File: src/rtl/riscv_pkg.sv
// Shared RV32I controller definitions: FSM state encoding, major opcodes and the NOP word.
package riscv_pkg;

   typedef enum logic [2:0] {
      FETCH  = 3'd0,
      DECODE = 3'd1,
      EXEC   = 3'd2,
      MEM    = 3'd3,
      WB     = 3'd4,
      HALT   = 3'd5
   } state_e;

   localparam logic [6:0] OP_LUI    = 7'b0110111;
   localparam logic [6:0] OP_AUIPC  = 7'b0010111;
   localparam logic [6:0] OP_JAL    = 7'b1101111;
   localparam logic [6:0] OP_JALR   = 7'b1100111;
   localparam logic [6:0] OP_BRANCH = 7'b1100011;
   localparam logic [6:0] OP_LOAD   = 7'b0000011;
   localparam logic [6:0] OP_STORE  = 7'b0100011;
   localparam logic [6:0] OP_IMM    = 7'b0010011;
   localparam logic [6:0] OP_OP     = 7'b0110011;

   localparam logic [31:0] NOP_INSTR = 32'h0000_0013;

   // True for the major opcodes this controller knows how to sequence.
   function automatic logic is_known_op(input logic [6:0] op);
      logic known_s;
      case (op)
         OP_LUI, OP_AUIPC, OP_JAL, OP_JALR, OP_BRANCH,
         OP_LOAD, OP_STORE, OP_IMM, OP_OP: known_s = 1'b1;
         default:                          known_s = 1'b0;
      endcase
      return known_s;
   endfunction

endpackage

File: src/rtl/mem_wait_timer.sv
// Counts memory wait cycles; expired fires on the cycle that would be the TIMEOUT-th wait.
module mem_wait_timer #(
   parameter int unsigned TIMEOUT = 32'd16
) (
   input  logic clk,
   input  logic reset_n,
   input  logic clear,
   input  logic count,
   output logic expired
);

   localparam logic [15:0] LIMIT = 16'(TIMEOUT - 32'd1);

   logic [15:0] count_r;

   // Wait-cycle counter, cleared on every controller state change.
   always_ff @(posedge clk or negedge reset_n) begin
      if (!reset_n) begin
         count_r <= 16'd0;
      end else if (clear) begin
         count_r <= 16'd0;
      end else if (count) begin
         count_r <= count_r + 16'd1;
      end else begin
         count_r <= count_r;
      end
   end

   assign expired = count && (count_r == LIMIT);

endmodule

File: src/rtl/multicycle_ctrl.sv
// Multicycle RV32I control FSM: sequences fetch, decode, execute, memory and writeback,
// owns the PC and IR, and halts on illegal opcodes, misaligned targets or memory timeouts.
module multicycle_ctrl
   import riscv_pkg::*;
#(
   parameter logic [31:0] RESET_PC = 32'h0000_0000,
   parameter int unsigned TIMEOUT  = 32'd16
) (
   input  logic        clk,
   input  logic        reset_n,
   output logic        imem_req,
   output logic [31:0] imem_addr,
   input  logic        imem_ack,
   input  logic [31:0] imem_rdata,
   output logic [31:0] instr,
   input  logic [31:0] imm,
   input  logic [31:0] alu_result,
   input  logic        br_taken,
   output logic        dmem_req,
   output logic        dmem_we,
   output logic [31:0] dmem_addr,
   input  logic        dmem_ack,
   output logic        rf_we,
   output logic [31:0] pc,
   output logic        instret,
   output logic        halt
);

   state_e      state_r, state_nxt_s;
   logic [31:0] pc_r, instr_r, npc_r, dmem_addr_r;
   logic        imem_req_r, dmem_req_r, dmem_we_r, rf_we_r, instret_r, halt_r;
   logic [6:0]  opcode_s;
   logic [31:0] pc_plus4_s, pc_imm_s, jalr_tgt_s, pc_nxt_s, npc_nxt_s;
   logic        imem_fire_s, dmem_fire_s, wait_s, expired_s, clear_s;
   logic        load_ir_s, pc_wr_s, retire_s, latch_daddr_s;

   assign opcode_s    = instr_r[6:0];
   assign pc_plus4_s  = pc_r + 32'd4;
   assign pc_imm_s    = pc_r + imm;
   assign jalr_tgt_s  = {alu_result[31:1], 1'b0};
   // Acks only count while the matching request is actually on the bus.
   assign imem_fire_s = imem_req_r && imem_ack;
   assign dmem_fire_s = dmem_req_r && dmem_ack;
   assign wait_s      = ((state_r == FETCH) && imem_req_r && !imem_ack) ||
                        ((state_r == MEM)   && dmem_req_r && !dmem_ack);
   assign clear_s     = (state_nxt_s != state_r);

   mem_wait_timer #(.TIMEOUT(TIMEOUT)) u_wait_timer (
      .clk     (clk),
      .reset_n (reset_n),
      .clear   (clear_s),
      .count   (wait_s),
      .expired (expired_s)
   );

   // Next-state and PC/IR update decisions.
   always_comb begin
      state_nxt_s   = state_r;
      load_ir_s     = 1'b0;
      pc_wr_s       = 1'b0;
      pc_nxt_s      = pc_r;
      retire_s      = 1'b0;
      latch_daddr_s = 1'b0;
      npc_nxt_s     = pc_plus4_s;
      case (state_r)
         FETCH: begin
            if (imem_fire_s) begin
               load_ir_s   = 1'b1;
               state_nxt_s = DECODE;
            end else if (expired_s) begin
               state_nxt_s = HALT;
            end else begin
               state_nxt_s = FETCH;
            end
         end
         DECODE: begin
            if (is_known_op(opcode_s)) begin
               state_nxt_s = EXEC;
            end else begin
               state_nxt_s = HALT;
            end
         end
         EXEC: begin
            case (opcode_s)
               OP_LOAD, OP_STORE: begin
                  latch_daddr_s = 1'b1;
                  state_nxt_s   = MEM;
               end
               OP_BRANCH: begin
                  if (br_taken && pc_imm_s[1]) begin
                     state_nxt_s = HALT;
                  end else begin
                     pc_wr_s     = 1'b1;
                     pc_nxt_s    = br_taken ? pc_imm_s : pc_plus4_s;
                     retire_s    = 1'b1;
                     state_nxt_s = FETCH;
                  end
               end
               // Jump targets are checked here so a bad target never reaches WB.
               OP_JAL: begin
                  npc_nxt_s   = pc_imm_s;
                  state_nxt_s = pc_imm_s[1] ? HALT : WB;
               end
               OP_JALR: begin
                  npc_nxt_s   = jalr_tgt_s;
                  state_nxt_s = jalr_tgt_s[1] ? HALT : WB;
               end
               default: begin
                  state_nxt_s = WB;
               end
            endcase
         end
         MEM: begin
            if (dmem_fire_s) begin
               if (opcode_s == OP_STORE) begin
                  pc_wr_s     = 1'b1;
                  pc_nxt_s    = pc_plus4_s;
                  retire_s    = 1'b1;
                  state_nxt_s = FETCH;
               end else begin
                  state_nxt_s = WB;
               end
            end else if (expired_s) begin
               state_nxt_s = HALT;
            end else begin
               state_nxt_s = MEM;
            end
         end
         WB: begin
            pc_wr_s     = 1'b1;
            pc_nxt_s    = npc_r;
            retire_s    = 1'b1;
            state_nxt_s = FETCH;
         end
         HALT: begin
            state_nxt_s = HALT;
         end
         default: begin
            state_nxt_s = HALT;
         end
      endcase
   end

   // State register and registered control outputs, decoded from the next state.
   always_ff @(posedge clk or negedge reset_n) begin
      if (!reset_n) begin
         state_r    <= FETCH;
         imem_req_r <= 1'b0;
         dmem_req_r <= 1'b0;
         dmem_we_r  <= 1'b0;
         rf_we_r    <= 1'b0;
         instret_r  <= 1'b0;
         halt_r     <= 1'b0;
      end else begin
         state_r    <= state_nxt_s;
         imem_req_r <= (state_nxt_s == FETCH);
         dmem_req_r <= (state_nxt_s == MEM);
         dmem_we_r  <= (state_nxt_s == MEM) && (opcode_s == OP_STORE);
         rf_we_r    <= (state_nxt_s == WB);
         instret_r  <= retire_s;
         halt_r     <= (state_nxt_s == HALT);
      end
   end

   // PC, IR, pending next-PC and data address registers.
   always_ff @(posedge clk or negedge reset_n) begin
      if (!reset_n) begin
         pc_r        <= RESET_PC;
         instr_r     <= NOP_INSTR;
         npc_r       <= RESET_PC;
         dmem_addr_r <= 32'h0000_0000;
      end else begin
         if (load_ir_s)          instr_r     <= imem_rdata;
         if (pc_wr_s)            pc_r        <= pc_nxt_s;
         if (state_r == EXEC)    npc_r       <= npc_nxt_s;
         if (latch_daddr_s)      dmem_addr_r <= alu_result;
      end
   end

   assign imem_req  = imem_req_r;
   assign imem_addr = pc_r;
   assign instr     = instr_r;
   assign dmem_req  = dmem_req_r;
   assign dmem_we   = dmem_we_r;
   assign dmem_addr = dmem_addr_r;
   assign rf_we     = rf_we_r;
   assign pc        = pc_r;
   assign instret   = instret_r;
   assign halt      = halt_r;

endmodule

File: config.mk
export PLATFORM = sky130hd
export DESIGN_NAME = multicycle_ctrl
export DESIGN_NICKNAME = d
export VERILOG_FILES = /design/src/rtl/riscv_pkg.sv /design/src/rtl/mem_wait_timer.sv /design/src/rtl/multicycle_ctrl.sv
export SDC_FILE = /design/constraint.sdc
export NUM_CORES = 1
export LEC_CHECK = 0
export ABC_AREA = 0
export BUFFER_PORTS_ARGS = -buffer_cell sky130_fd_sc_hd__clkbuf_2
export CORE_MARGIN = 4
export CORE_UTILIZATION = 35
export DETAILED_ROUTE_END_ITERATION = 8
export GPL_TIMING_DRIVEN = 1
export HOLD_SLACK_MARGIN = 0.1
export PLACE_DENSITY = 0.6
export SKIP_LAST_GASP = 1
export SLEW_MARGIN = 20
export SYNTH_ARGS = -nofsm -noshare
export SYNTH_HDL_FRONTEND = slang
export SYNTH_SLANG_ARGS = --single-unit
export TNS_END_PERCENT = 1
File: constraint.sdc
create_clock -name clk -period 7.92 [get_ports clk]
set_clock_uncertainty 0.05 [all_clocks]
set_input_delay 1.188 -clock clk [delete_from_list [all_inputs] [get_ports clk]]
set_output_delay 1.188 -clock clk [all_outputs]
set_load 0.01 [all_outputs]
# ---- Word level (Yosys, flattened, before mapping)
# Cells that the tools add are included.
dict set report op_classes {
  addsub 3
  muxes 31
  eq_ne 22
  bitwise_logic 0
  reduce_logical 19
  multipliers 0
  div_mod_pow 0
  order_cmp 0
  shifts 0
}
# op count
set ops {}
lappend ops {{two-way mux 32 bit} 5}
lappend ops {{case mux 32 bit (3 select lines)} 1}
lappend ops {{case mux 32 bit (2 select lines)} 1}
lappend ops {{adder 32 x 3 -> 32 bit (second input constant)} 1}
lappend ops {{adder 32 bit} 1}
lappend ops {{two-way mux 16 bit} 2}
lappend ops {{== test 7 x 6 -> 1 bit (second input constant)} 3}
lappend ops {{== test 7 bit (second input constant)} 3}
lappend ops {{two-way mux 3 bit} 7}
lappend ops {{adder 16 x 1 -> 16 bit (second input constant)} 1}
lappend ops {{== test 16 x 4 -> 1 bit (second input constant)} 1}
lappend ops {{case mux 3 bit (5 select lines)} 1}
lappend ops {{== test 7 x 5 -> 1 bit (second input constant)} 2}
lappend ops {{two-way mux 1 bit} 12}
lappend ops {{case mux 3 bit (4 select lines)} 1}
lappend ops {{== test 3 x 2 -> 1 bit (second input constant)} 3}
lappend ops {{== test 3 bit (second input constant)} 3}
lappend ops {{logical AND 1 bit} 9}
lappend ops {{OR reduction 9 bit} 1}
lappend ops {{== test 7 x 2 -> 1 bit (second input constant)} 1}
lappend ops {{zero test 3 bit} 2}
lappend ops {{AND reduction 6 bit} 1}
lappend ops {{!= test 2 x 1 -> 1 bit (second input constant)} 2}
lappend ops {{!= test 2 bit (second input constant)} 2}
lappend ops {{8 further kinds} 9}
dict set report word_totals {
  mem_bits_rw 0
  rom_bits 0
  latch_bits 0
  regBits 153
  wordCells 87
  in_bits 101
  n_memories 0
  output_inout_bits 134
}

# ---- Longest topological paths before layout
# Gate-level depths: netlist of the first run.
dict set report depth {
  depth_word 10
  depth_mapped 12
}

# ---- Hierarchy
# Synthesis of the first run repeated with hierarchy kept, for this count alone.
dict set report unflattened {
  cells_unflattened 1089
  hier_area_um2 9843.2
}
# module cells_each seq_area_each_um2 area_per_inst_um2 n_inst
set modules_own_cells {}
lappend modules_own_cells {multicycle_ctrl 1000 3432.0 8988.6 1}
lappend modules_own_cells {mem_wait_timer 89 400.4 854.6 1}

# ---- Worst setup path after synthesis of the first run
# OpenSTA, ideal clock, no wires.
dict set report synth_path {
  kind {input -> register}
  from {input port imm[0]}
  to {register pc_r[16], in the netlist imem_addr[16]}
  stages 11
  t_required_ns 7.740
  path_slack_ns 4.427
  n_path_buf 0
  arrival_time_ns 3.312
  cell_sequence {ha_1 -> fa_1 -> a21o_1 -> nand3_1 -> a21boi_0 -> or2_2 -> a21oi_1 -> o21bai_1 -> xor2_1 -> a222oi_1 -> a21oi_1}
}
dict set report synth_between {
  elab_chain_len 6
  word_cells_on_any_way 11
  cone_classes {add/sub (1); eq/ne (1); mux (7); reduce/logical (2)}
}
# item line
set synth_lines {}
lappend synth_lines {{from (decl)} multicycle_ctrl.sv:16} ;# input logic [31:0] imm,
lappend synth_lines {{adder 32 bit (*)} multicycle_ctrl.sv:39} ;# assign pc_imm_s = pc_r + imm;
lappend synth_lines {{logical AND 1 bit} multicycle_ctrl.sv:90} ;# if (br_taken && pc_imm_s[1]) begin
lappend synth_lines {{two-way mux 1 bit} multicycle_ctrl.sv:90}
lappend synth_lines {{two-way mux 1 bit} multicycle_ctrl.sv:84} ;# case (opcode_s)
lappend synth_lines {{case mux 1 bit (3 select lines)} multicycle_ctrl.sv:65} ;# case (state_r)
lappend synth_lines {{AND reduction 6 bit (no line)} --}
lappend synth_lines {{to (signal assigned)} multicycle_ctrl.sv:174} ;# if (pc_wr_s) pc_r <= pc_nxt_s;
lappend synth_lines {{to (decl)} multicycle_ctrl.sv:30} ;# logic [31:0] pc_r, instr_r, npc_r, dmem_addr_r;
# Every way passes the cells marked *; elsewhere a longest branch is shown, timed or not. The select of a mux whose other input is x is not followed.
# A chain may end at the register's enable or synchronous reset.

# ---- Worst setup path after layout of the first run
dict set report layout_path {
  from {input port imm[0]}
  to {register pc_r[26], in the netlist imem_addr[26]}
}
# The elaborated chain is that of the path after synthesis.

==> metrics.cfg, run 1 <==
[outcome]
outcome=finished clean

[grt]
antenna_found_initial=0
grt_pass1_wl_um=48450
via_count_of_the_first_global_routing_pass=8617
grt.overflow.total=0
global_route.usage.total=0.1998
grt_start_max_net_pins=82

[timing]
worst_pin_slew_ns=1.045
max_clock_freq_ghz=0.2405
endpoints_failing_hold=0
setup_viol=0
fin_setup_tns_ns=0
final_worst_path_period_need_ns=4.157
fin_crit_sh=0.5249
timing.final.max_slew_violations=0
timing.hold.ws_ns=0.4366
rsz_0062_raised_after_global_routing=no
worst_slew_margin_rel=0.3009

[clocking]
postCtsResizedCells=0
cts_made_buffers=17
clk_pin_slew_ns=0.07
clk-insertion-delay-late_ns=0.44
clock_tree.htree_level_count=4
clkSinkCount=153
clock_tree_from_tritoncts=yes
clockBufferDepth=2
cts.root.buffer_cell=sky130_fd_sc_hd__clkbuf_16
post-cts-setup-buffer-count=0
cts_hold_repair.buffers=0

[synth]
mapped_cell_area_um2=9744
synth.avg_cell_area_um2=9.289
synth_sequential_area_ratio=0.3933
synthArstFlopShare=1.000
synth_enable_flop_cells=0
syn_inst=1049
synth_seq_cells=153
postSynthNetCount=1184
synth.lib_cells_used.distinct=70
ys_warn_count=0
yosys_most_used_dff=sky130_fd_sc_hd__dfrtp_1

[worst_setup_path]
timing.critical_path.arrival_ns=4.46
start_to_end_type_of_the_worst_setup_path=in2reg
timing.critical_path.from_type=input pin
setup.worst_path.end_class=flip-flop
crit_fanout=36
timing.critical_path.required_ns=8.22
regToRegSetupSlack_ns=4.10

[routing]
route.detailed.drc=0
routed_wirelength_um=31150
drt.antenna.violating_nets=0
route.detailed.wl_per_inst_um=19.31
detail_route.vias_per_cell=5.410
dr.pass1.iters=5
drt_iter0_markers=637
num_vias=8726

[power]
peakVddDrop_uv=155.7
power_density_nw_per_um2=363.0
design_power_total_mw=4.214
total_leakage_power_nw=5.370

[place]
global_placement_routability_congestion=0.8659
place_hpwl_um=22530
place.port_buffers=234

[floorplanning]
rows=60
die_width_um=174.9
ios=235
die-area_um2=30570
starting_density_of_the_core=0.3586
dieHeight_um=174.9
core_area_um2=27180

[finish]
layout_common_cells=233 x sky130_fd_sc_hd__clkbuf_2, 150 x sky130_fd_sc_hd__dfrtp_1, 94 x sky130_fd_sc_hd__nand2_1
n_antenna_cell=0
layout_overhead_on_the_synthesized_area_pct=19.13
final.fill_count=2747
nets=1363
commonest_non_fill_non_tap_cell_in_the_layout=sky130_fd_sc_hd__clkbuf_2
drive_gt1_frac=0.3006

[worst_hold_path]
hold_path_class=reg2reg

[run]
max_cap_viol_count=0

Yosys cell counts, types with 8 or more instances:
cell type,n,area share
sky130_fd_sc_hd__nor3_1,12,0.0062
sky130_fd_sc_hd__and4_1,8,0.0072
sky130_fd_sc_hd__a31oi_1,14,0.0090
sky130_fd_sc_hd__a211oi_1,12,0.0092
sky130_fd_sc_hd__xnor2_1,37,0.033
sky130_fd_sc_hd__o22ai_1,14,0.0090
sky130_fd_sc_hd__o211ai_1,8,0.0062
sky130_fd_sc_hd__nand4_1,12,0.0077
sky130_fd_sc_hd__nand3_1,36,0.018
sky130_fd_sc_hd__and3_1,19,0.012
sky130_fd_sc_hd__o21bai_1,10,0.0077
sky130_fd_sc_hd__o21a_1,11,0.0085
sky130_fd_sc_hd__mux2_2,63,0.073
sky130_fd_sc_hd__nor2_2,10,0.0064
sky130_fd_sc_hd__a21o_1,22,0.017
sky130_fd_sc_hd__buf_2,10,0.0051
sky130_fd_sc_hd__inv_1,13,0.0050
sky130_fd_sc_hd__buf_4,32,0.025
sky130_fd_sc_hd__a21oi_1,88,0.045
sky130_fd_sc_hd__nor2_1,74,0.029
sky130_fd_sc_hd__o21ai_0,80,0.041
sky130_fd_sc_hd__nand2_1,94,0.036
sky130_fd_sc_hd__and2_1,11,0.0071
sky130_fd_sc_hd__ha_1,33,0.042
sky130_fd_sc_hd__mux2i_1,18,0.018
sky130_fd_sc_hd__xor2_1,32,0.029
sky130_fd_sc_hd__clkbuf_1,40,0.015
sky130_fd_sc_hd__dfrtp_1,150,0.39
where the power goes:
part / leakage (nW) / internal, mW / switching [mW]
clock: 0.293 / 0.426 / 0.402
combinational: 3.24 / 0.851 / 1.24
sequential: 1.84 / 1.01 / 0.286
total: 5.37 / 2.28 / 1.93
cell type report:
type | instances | area (um2) | area share
multi-input cells | 797 | 5395 | 0.4648
flip-flops and latches | 153 | 3832 | 0.3301
repair buffers | 246 | 1271 | 0.1095
well taps | 372 | 465.4 | 0.04009
clock buffers | 17 | 425.4 | 0.03665
clock inverters | 15 | 170.2 | 0.01466
inverters | 13 | 48.80 | 0.004204
metal layers:
| metal | vias up | part of all wire | GRT usage |
|---|---|---|---|
| met3 | 37 | 0.065 | 0.03830 |
| met5 | - | 0 | 0 |
| met4 | 0 | 0.018 | 0.05532 |
| met1 | 4219 | 0.44 | 0.2667 |
| li1 | 4146 | - | - |
| met2 | 324 | 0.48 | 0.3328 |
metrics by stage:
stage / utilization / std cells / cell area (um2) / setup slack [ns]
after global placement: 0.4051 / 1581 / 11010 / 3.455
after floorplan: - / 1049 / 9744 / 4.427
after detailed placement: 0.4051 / 1581 / 11010 / 3.386
after global routing: 0.4272 / 1613 / 11610 / 3.550
after CTS: 0.4270 / 1613 / 11600 / 3.821
final: 0.4272 / 1613 / 11610 / 3.763
flip-flops by register name, summed over array words and instances (netlist names):
name and cells:
imem_addr 32, u_wait_timer.count_r 16, dmem_req 1, instr 32, halt 1, imem_req 1, dmem_we 1, instret 1
rf_we 1, npc_r 32, dmem_addr 32, state_r 3
path summary, 6_finish.rpt:
| check | from | endpoint | cells past startpoint |
|---|---|---|---|
| max in group asynchronous | reset_n | imem_addr[10]$_DFFE_PN0P_ | 2 |
| setup / recovery | imm[0] | imem_addr[26]$_DFFE_PN0P_ | 13 |
| setup reg to reg | imem_addr[0]$_DFFE_PN0P_ | imem_addr[26]$_DFFE_PN0P_ | 12 |
| hold / removal | npc_r[2]$_DFFE_PN0P_ | npc_r[2]$_DFFE_PN0P_ | 2 |
| min in group asynchronous | reset_n | dmem_addr[12]$_DFFE_PN0P_ | 1 |
| hold reg to reg | npc_r[2]$_DFFE_PN0P_ | npc_r[2]$_DFFE_PN0P_ | 2 |
worst max-delay path, cell delays in order:
cell	delay, ns
sky130_fd_sc_hd__clkbuf_2	0.10
sky130_fd_sc_hd__ha_1	0.22
sky130_fd_sc_hd__fa_1	0.50
sky130_fd_sc_hd__nand2_1	0.11
sky130_fd_sc_hd__nand3_1	0.08
sky130_fd_sc_hd__o31ai_1	0.10
sky130_fd_sc_hd__or3b_1	0.65
sky130_fd_sc_hd__nand2_1	0.47
sky130_fd_sc_hd__buf_4	0.47
sky130_fd_sc_hd__and3_1	0.23
sky130_fd_sc_hd__a221o_1	0.11
sky130_fd_sc_hd__a21oi_1	0.04
sky130_fd_sc_hd__a31oi_1	0.16
cell families after synthesis:
| kind of cell | share of synthesized area |
|---|---|
| buf+inv | 0.05419 |
| compound gates | 0.2002 |
| xor+xnor | 0.06369 |
| simple gates | 0.1529 |
| mux | 0.09129 |
| fa+ha+maj | 0.04443 |
| flops | 0.3933 |
(Power assumes the default switching activity.)
==> inputs of run 2 (changes only) <==
ABC_AREA = 1   (was 0)
PLACE_DENSITY = 0.61   (was 0.6)
clock period = 3.77 ns   (was 7.92 ns; I/O delays follow)
==> metrics.cfg, run 2 <==
[place]
placed_standard_cell_area_um2=12440  ; +13%
preCtsSetupSlack_ns=0.8071  ; -2.579 ns
place.port_buffers=234  ; unchanged
global_placement_routability_congestion=0.9800  ; +13%
place_hpwl_um=30800  ; +37%
placedCellCount=2185  ; +38%

[clocking]
clock_tree_from_tritoncts=yes
clk_pin_slew_ns=0.06  ; about the same
clockBufferDepth=2  ; unchanged
post-cts-setup-buffer-count=0  ; unchanged
postCtsResizedCells=0  ; unchanged
cts.root.buffer_cell=sky130_fd_sc_hd__clkbuf_16
cts_hold_repair.buffers=0  ; unchanged
clkSinkCount=153  ; unchanged
cts_made_buffers=17  ; unchanged
clk-insertion-delay-late_ns=0.43  ; about the same
clock_tree.htree_level_count=4  ; unchanged

[routing]
dr.pass1.iters=6  ; +1
drt.antenna.violating_nets=0  ; unchanged
route.detailed.wl_per_inst_um=17.67  ; -8.5%
num_vias=11300  ; +29%
routed_wirelength_um=39150  ; +26%
route.detailed.drc=0  ; unchanged
drt_iter0_markers=1287  ; +100%
detail_route.vias_per_cell=5.098  ; -5.8%

[floorplanning]
core_area_um2=30750  ; +13%
dieHeight_um=185.1  ; +5.9%
die-area_um2=34270  ; +12%
starting_density_of_the_core=0.3571  ; -0.001467
rows=64  ; +6.7%
ios=235  ; unchanged
die_width_um=185.1  ; +5.9%

[timing]
worst_pin_slew_ns=0.8823  ; -0.1624 ns
final_critical_path_setup_slack_ns=1.016  ; -2.746 ns
fin_setup_tns_ns=0  ; unchanged
final_worst_path_period_need_ns=2.754
worst_slew_margin_rel=0.4111  ; +0.1102
setup_viol=0  ; unchanged
timing.hold.ws_ns=0.1397  ; -0.2969 ns
fin_crit_sh=0.7304
endpoints_failing_hold=0  ; unchanged
rsz_0062_raised_after_global_routing=no
max_clock_freq_ghz=0.3632
timing.final.max_slew_violations=0  ; unchanged

[synth]
synth_sequential_area_ratio=0.3490  ; -0.04428
synth.lib_cells_used.distinct=49  ; -30%
top_post_synthesis_cells_by_count=493 x sky130_fd_sc_hd__nand2_1, 199 x sky130_fd_sc_hd__inv_1, 153 x sky130_fd_sc_hd__nor2_1
yosysTopAreaCellShare=0.3418  ; -0.04337
mapped_cell_area_um2=10980  ; +13%
synth.avg_cell_area_um2=6.841  ; -26%
ys_warn_count=0  ; unchanged
yosys_most_used_dff=sky130_fd_sc_hd__dfrtp_1
synth_enable_flop_cells=0  ; unchanged
synth.top_cells.by_area=sky130_fd_sc_hd__dfrtp_1 34%, sky130_fd_sc_hd__nand2_1 17%, sky130_fd_sc_hd__inv_1 6.8%
synth_seq_cells=153  ; unchanged
synth.largest_area_cell=sky130_fd_sc_hd__dfrtp_1
synthArstFlopShare=1.000  ; unchanged
postSynthNetCount=1740  ; +47%
syn_inst=1605  ; +53%
synth_most_common_cell=sky130_fd_sc_hd__nand2_1

[worst_setup_path]
timing.critical_path.from_type=flip-flop
critPathMostFrequentCell=sky130_fd_sc_hd__nand2_1
timing.reg2reg.worst_path_depth=14  ; +2
timing.critical_path.slowest_cell_delay_ns=0.58  ; -0.07 ns
crit_fanout=16  ; -56%
timing.critical_path.slowest_stage_cell=sky130_fd_sc_hd__fa_1
start_to_end_type_of_the_worst_setup_path=reg2reg
setup.worst_path.end_class=flip-flop
regToRegSetupSlack_ns=1.02  ; -3.08 ns
crit_chain=ha_1 -> fa_1 -> nand2_1 -> inv_1 -> nand3_1 -> nand2_1 -> nor2_1 -> nor2_1 -> nor2_1 -> nand2_2 -> nand2_1 -> nand2_1 -> nand3_2 -> nor2_2
timing.critical_path.required_ns=4.06  ; -4.16 ns
critical_path.reg2reg.endpoint=u_wait_timer.count_r[10]$_DFFE_PN0P_
timing.critical_path.arrival_ns=3.05  ; -1.41 ns
path_buf_inv=1  ; -1
cp_top_family=simple AND/OR/NAND/NOR gates
crit-reg2reg-launch=imem_addr[0]$_DFFE_PN0P_

[grt]
global_route.usage.total=0.2270  ; +0.02725
via_count_of_the_first_global_routing_pass=11020  ; +28%
grt_start_max_net_pins=89  ; +8.5%
grt.overflow.total=0  ; unchanged
antenna_found_initial=1  ; +1
grt_pass1_wl_um=60700  ; +25%

[finish]
layout_overhead_on_the_synthesized_area_pct=18.63
nets=1943  ; +43%
layout_common_cells=493 x sky130_fd_sc_hd__nand2_1, 233 x sky130_fd_sc_hd__clkbuf_2, 199 x sky130_fd_sc_hd__inv_1
instances_no_fill=2216  ; +37%
commonest_non_fill_non_tap_cell_in_the_layout=sky130_fd_sc_hd__nand2_1
final_design_area_no_fill_um2=13030  ; +12%
final_core_util=0.4236  ; -0.003539
drive_gt1_frac=0.1956  ; -0.1050
n_antenna_cell=0  ; unchanged

[worst_hold_path]
hold_path_class=in2async

[power]
power_frac_seq=0.430  ; +0.124
power_density_nw_per_um2=297.0  ; -18%
design_power_total_mw=3.869  ; -8.2%
total_leakage_power_nw=7.279  ; +36%
p_int_mw=2.849  ; +25%
combinationalPowerShare=0.117  ; -0.380
netSwitchingPower_mw=1.020  ; -47%
sw_frac_of_total=0.2636  ; -0.1949
clkPwrFrac=0.453  ; +0.257
peakVddDrop_uv=302.6  ; +94%

[outcome]
outcome=finished clean

[run]
max_cap_viol_count=0  ; unchanged

-- run 2: layer usage --
metal | GRT usage | vias up | wire (um)
li1 | - | 5528 | -
met1 | 0.3330 | 5197 | 18030
met2 | 0.3449 | 523 | 16930
met3 | 0.04615 | 48 | 3512
met4 | 0.05402 | 2 | 663
met5 | 0 | - | 20
-- run 2: cells by family (layout without fill, tap and decap cells) --
| kind of cell | after synthesis | after routing | share of synthesized area |
|---|---|---|---|
| mux | 19 | 19 | 0.01937 |
| fa+ha+maj | 34 | 34 | 0.03943 |
| buf+inv | 285 | 500 | 0.1101 |
| flops | 153 | 153 | 0.3490 |
| compound gates | 245 | 245 | 0.1315 |
| simple gates | 824 | 824 | 0.3147 |
| xor+xnor | 45 | 45 | 0.03589 |
-- run 2: cell type report --
cell class | instances | area (um2)
fillers | 3316 | 17720
flip-flops and latches | 153 | 3832
inverters | 208 | 780.7
well taps | 396 | 495.5
repair buffers | 261 | 1380
clock inverters | 11 | 150.1
multi-input cells | 1167 | 5951
clock buffers | 20 | 436.7
-- run 2: power by group through the flow --
stage / clock network [mW] / registers [mW] / logic [mW]
6_report: 1.75 / 1.66 / 0.452
5_1_grt: 1.86 / 1.67 / 0.508
4_1_cts: 1.78 / 1.66 / 0.451
3_5_place_dp: 0 / 1.69 / 0.448
3_3_place_gp: 0 / 1.69 / 0.446
2_1_floorplan: 0 / 1.70 / 0.240
-- run 2: worst max path at each step --
| stage | startpoint | depth (start not counted) | to |
|---|---|---|---|
| global placement | imm[0] | 14 | u_wait_timer.count_r[4]$_DFFE_PN0P_ |
| floorplan | imm[0] | 15 | u_wait_timer.count_r[11]$_DFFE_PN0P_ |
| CTS | imem_addr[0]$_DFFE_PN0P_ | 14 | u_wait_timer.count_r[1]$_DFFE_PN0P_ |
| detailed placement | imm[0] | 14 | u_wait_timer.count_r[10]$_DFFE_PN0P_ |
| global route | imem_addr[0]$_DFFE_PN0P_ | 14 | u_wait_timer.count_r[3]$_DFFE_PN0P_ |
| finish | imem_addr[0]$_DFFE_PN0P_ | 14 | u_wait_timer.count_r[10]$_DFFE_PN0P_ |
==> inputs of run 3 (changes only) <==
clock period = 2.5 ns   (was 3.77 ns; I/O delays follow)
==> metrics.cfg, run 3 (synthesis results as in run 2) <==
[power]
clkPwrFrac=0.451  ; -0.002
sw_frac_of_total=0.2934  ; +0.02979
p_int_mw=4.214  ; +48%
power_frac_seq=0.420  ; -0.010
power_density_nw_per_um2=430.3  ; +45%
peakVddDrop_uv=454.7  ; +50%
total_leakage_power_nw=7.712  ; +5.9%
design_power_total_mw=5.964  ; +54%
combinationalPowerShare=0.128  ; +0.011
netSwitchingPower_mw=1.750  ; +72%

[grt]
grt.overflow.total=0  ; unchanged
global_route.usage.total=0.2430  ; +0.01603
antenna_found_initial=0  ; -1
grt_pass1_wl_um=64740  ; +6.7%
grt_start_max_net_pins=53  ; -40%
via_count_of_the_first_global_routing_pass=11380  ; +3.3%

[clocking]
clock_tree.htree_level_count=4  ; unchanged
cts.root.buffer_cell=sky130_fd_sc_hd__clkbuf_16
clk_pin_slew_ns=0.07  ; about the same
clockBufferDepth=2  ; unchanged
clk-insertion-delay-late_ns=0.44  ; about the same
clkSinkCount=153  ; unchanged
cts_made_buffers=17  ; unchanged
clock_tree_from_tritoncts=yes

[routing]
num_vias=11700  ; +3.5%
dr.pass1.iters=6  ; unchanged
drt_iter0_markers=911  ; -29%
routed_wirelength_um=42040  ; +7.4%
route.detailed.wl_per_inst_um=18.23  ; +3.2%
detail_route.vias_per_cell=5.073  ; -0.49%
drt.antenna.violating_nets=0  ; unchanged
route.detailed.drc=0  ; unchanged

[place]
place_hpwl_um=33370  ; +8.4%
place.port_buffers=234  ; unchanged
preCtsSetupSlack_ns=-0.01364  ; -0.8207 ns
global_placement_routability_congestion=0.9844  ; +0.45%

[finish]
n_antenna_cell=0  ; unchanged
layout_common_cells=491 x sky130_fd_sc_hd__nand2_1, 233 x sky130_fd_sc_hd__clkbuf_2, 199 x sky130_fd_sc_hd__inv_1
nets=2032  ; +4.6%
drive_gt1_frac=0.2288  ; +0.03319
commonest_non_fill_non_tap_cell_in_the_layout=sky130_fd_sc_hd__nand2_1
layout_overhead_on_the_synthesized_area_pct=26.24
final_core_util=0.4508  ; +0.02718

[timing]
rsz_0062_raised_after_global_routing=yes
worst_pin_slew_ns=0.5506  ; -0.3318 ns
worst_slew_margin_rel=0.6326  ; +0.2214
setup_viol=0  ; unchanged
fin_crit_sh=0.9669  ; +0.2365
endpoints_failing_hold=0  ; unchanged
final_worst_path_period_need_ns=2.417  ; -0.3364 ns
max_clock_freq_ghz=0.4137  ; +14%
final_critical_path_setup_slack_ns=0.08277  ; -0.9336 ns
timing.final.max_slew_violations=0  ; unchanged

[worst_hold_path]
hold_path_class=in2reg

[worst_setup_path]
timing.critical_path.required_ns=2.77  ; -1.29 ns
path_buf_inv=2  ; +1
start_to_end_type_of_the_worst_setup_path=reg2reg
timing.critical_path.slowest_cell_delay_ns=0.46  ; -0.12 ns
crit_fanout=5  ; -11
setup.worst_path.end_class=flip-flop
timing.critical_path.arrival_ns=2.69  ; -0.36 ns
timing.critical_path.slowest_stage_cell=sky130_fd_sc_hd__dfrtp_1
cp_top_family=simple AND/OR/NAND/NOR gates
crit_chain=ha_1 -> nand2_1 -> nor2_1 -> inv_1 -> nor2_1 -> nand4_1 -> nand4_1 -> a21oi_1 -> buf_4 -> o21a_1
timing.critical_path.from_type=flip-flop

[outcome]
outcome=finished clean

[floorplanning]
rows=64  ; unchanged
core_area_um2=30750  ; unchanged
dieHeight_um=185.1  ; unchanged
die_width_um=185.1  ; unchanged
starting_density_of_the_core=0.3571  ; unchanged
die-area_um2=34270  ; unchanged
ios=235  ; unchanged

[run]
max_cap_viol_count=0  ; unchanged

run 3: routing by layer:
| metal | global-route usage | vias up | wire length [um] |
|---|---|---|---|
| li1 | - | 5708 | - |
| met1 | 0.3468 | 5420 | 19460 |
| met2 | 0.3716 | 521 | 18190 |
| met3 | 0.05951 | 50 | 3613 |
| met4 | 0.06107 | 0 | 778 |
| met5 | 0 | - | 0 |
run 3: power groups by stage:
stage | clock network, mW | registers [mW] | logic [mW]
floorplan | 0 | 2.56 | 0.362
global placement | 0 | 2.55 | 0.718
finish | 2.69 | 2.51 | 0.766
detailed placement | 0 | 2.55 | 0.717
CTS | 2.73 | 2.51 | 0.750
global route | 2.83 | 2.51 | 0.851
run 3: layout make-up:
| cell class | instances | area, um2 |
|---|---|---|
| Clock buffer | 17 | 425.4 |
| Timing Repair Buffer | 350 | 2158 |
| Multi-Input combinational cell | 1167 | 5997 |
| Fill cell | 3204 | 16890 |
| Clock inverter | 15 | 171.4 |
| Sequential cell | 153 | 3834 |
| Inverter | 208 | 780.7 |
| Tap cell | 396 | 495.5 |
run 3: final timing paths:
path	cells after the start	to	slack, ns	startpoint
max	10	npc_r[17]$_DFFE_PN0P_	0.08	imem_addr[15]$_DFFE_PN0P_
min	3	instr[4]$_DFFE_PN1P_	0.11	imem_rdata[4]
max reg2reg	10	npc_r[17]$_DFFE_PN0P_	0.08	imem_addr[15]$_DFFE_PN0P_
min reg2reg	2	instr[0]$_DFFE_PN1P_	0.42	instr[0]$_DFFE_PN1P_
max in group asynchronous	3	npc_r[26]$_DFFE_PN0P_	1.31	reset_n
min in group asynchronous	2	rf_we$_DFF_PN0_	0.41	reset_n
run 3: timing repair:
action,in CTS,in global routing
endpoints found under the setup margin,0,51
gates resized for setup,0,13
hold endpoints to repair,66,0
hold buffers,24,0
setup buffers,0,1
run 3: through the flow:
stage	instances	setup TNS [ns]	instance area [um2]	hold WS (ns)
global route	2306	-0.7800	13860	0.1107
detailed placement	2249	-0.02561	12970	0.3070
floorplan	1605	0	10980	0.02941
CTS	2305	0	13810	0.1030
global placement	2249	0	12970	0.3058
finish	2306	0	13860	0.1065
run 3: worst register-to-register path: cells and delay by family (launching register included):
family | cells | cell delay (ns)
adder cells (fa/ha/maj) | 1 | 0.41
flip-flops | 1 | 0.46
AND/OR/NAND/NOR | 5 | 0.93
buffers and inverters | 2 | 0.23
AO/OA/AOI/OAI | 2 | 0.24
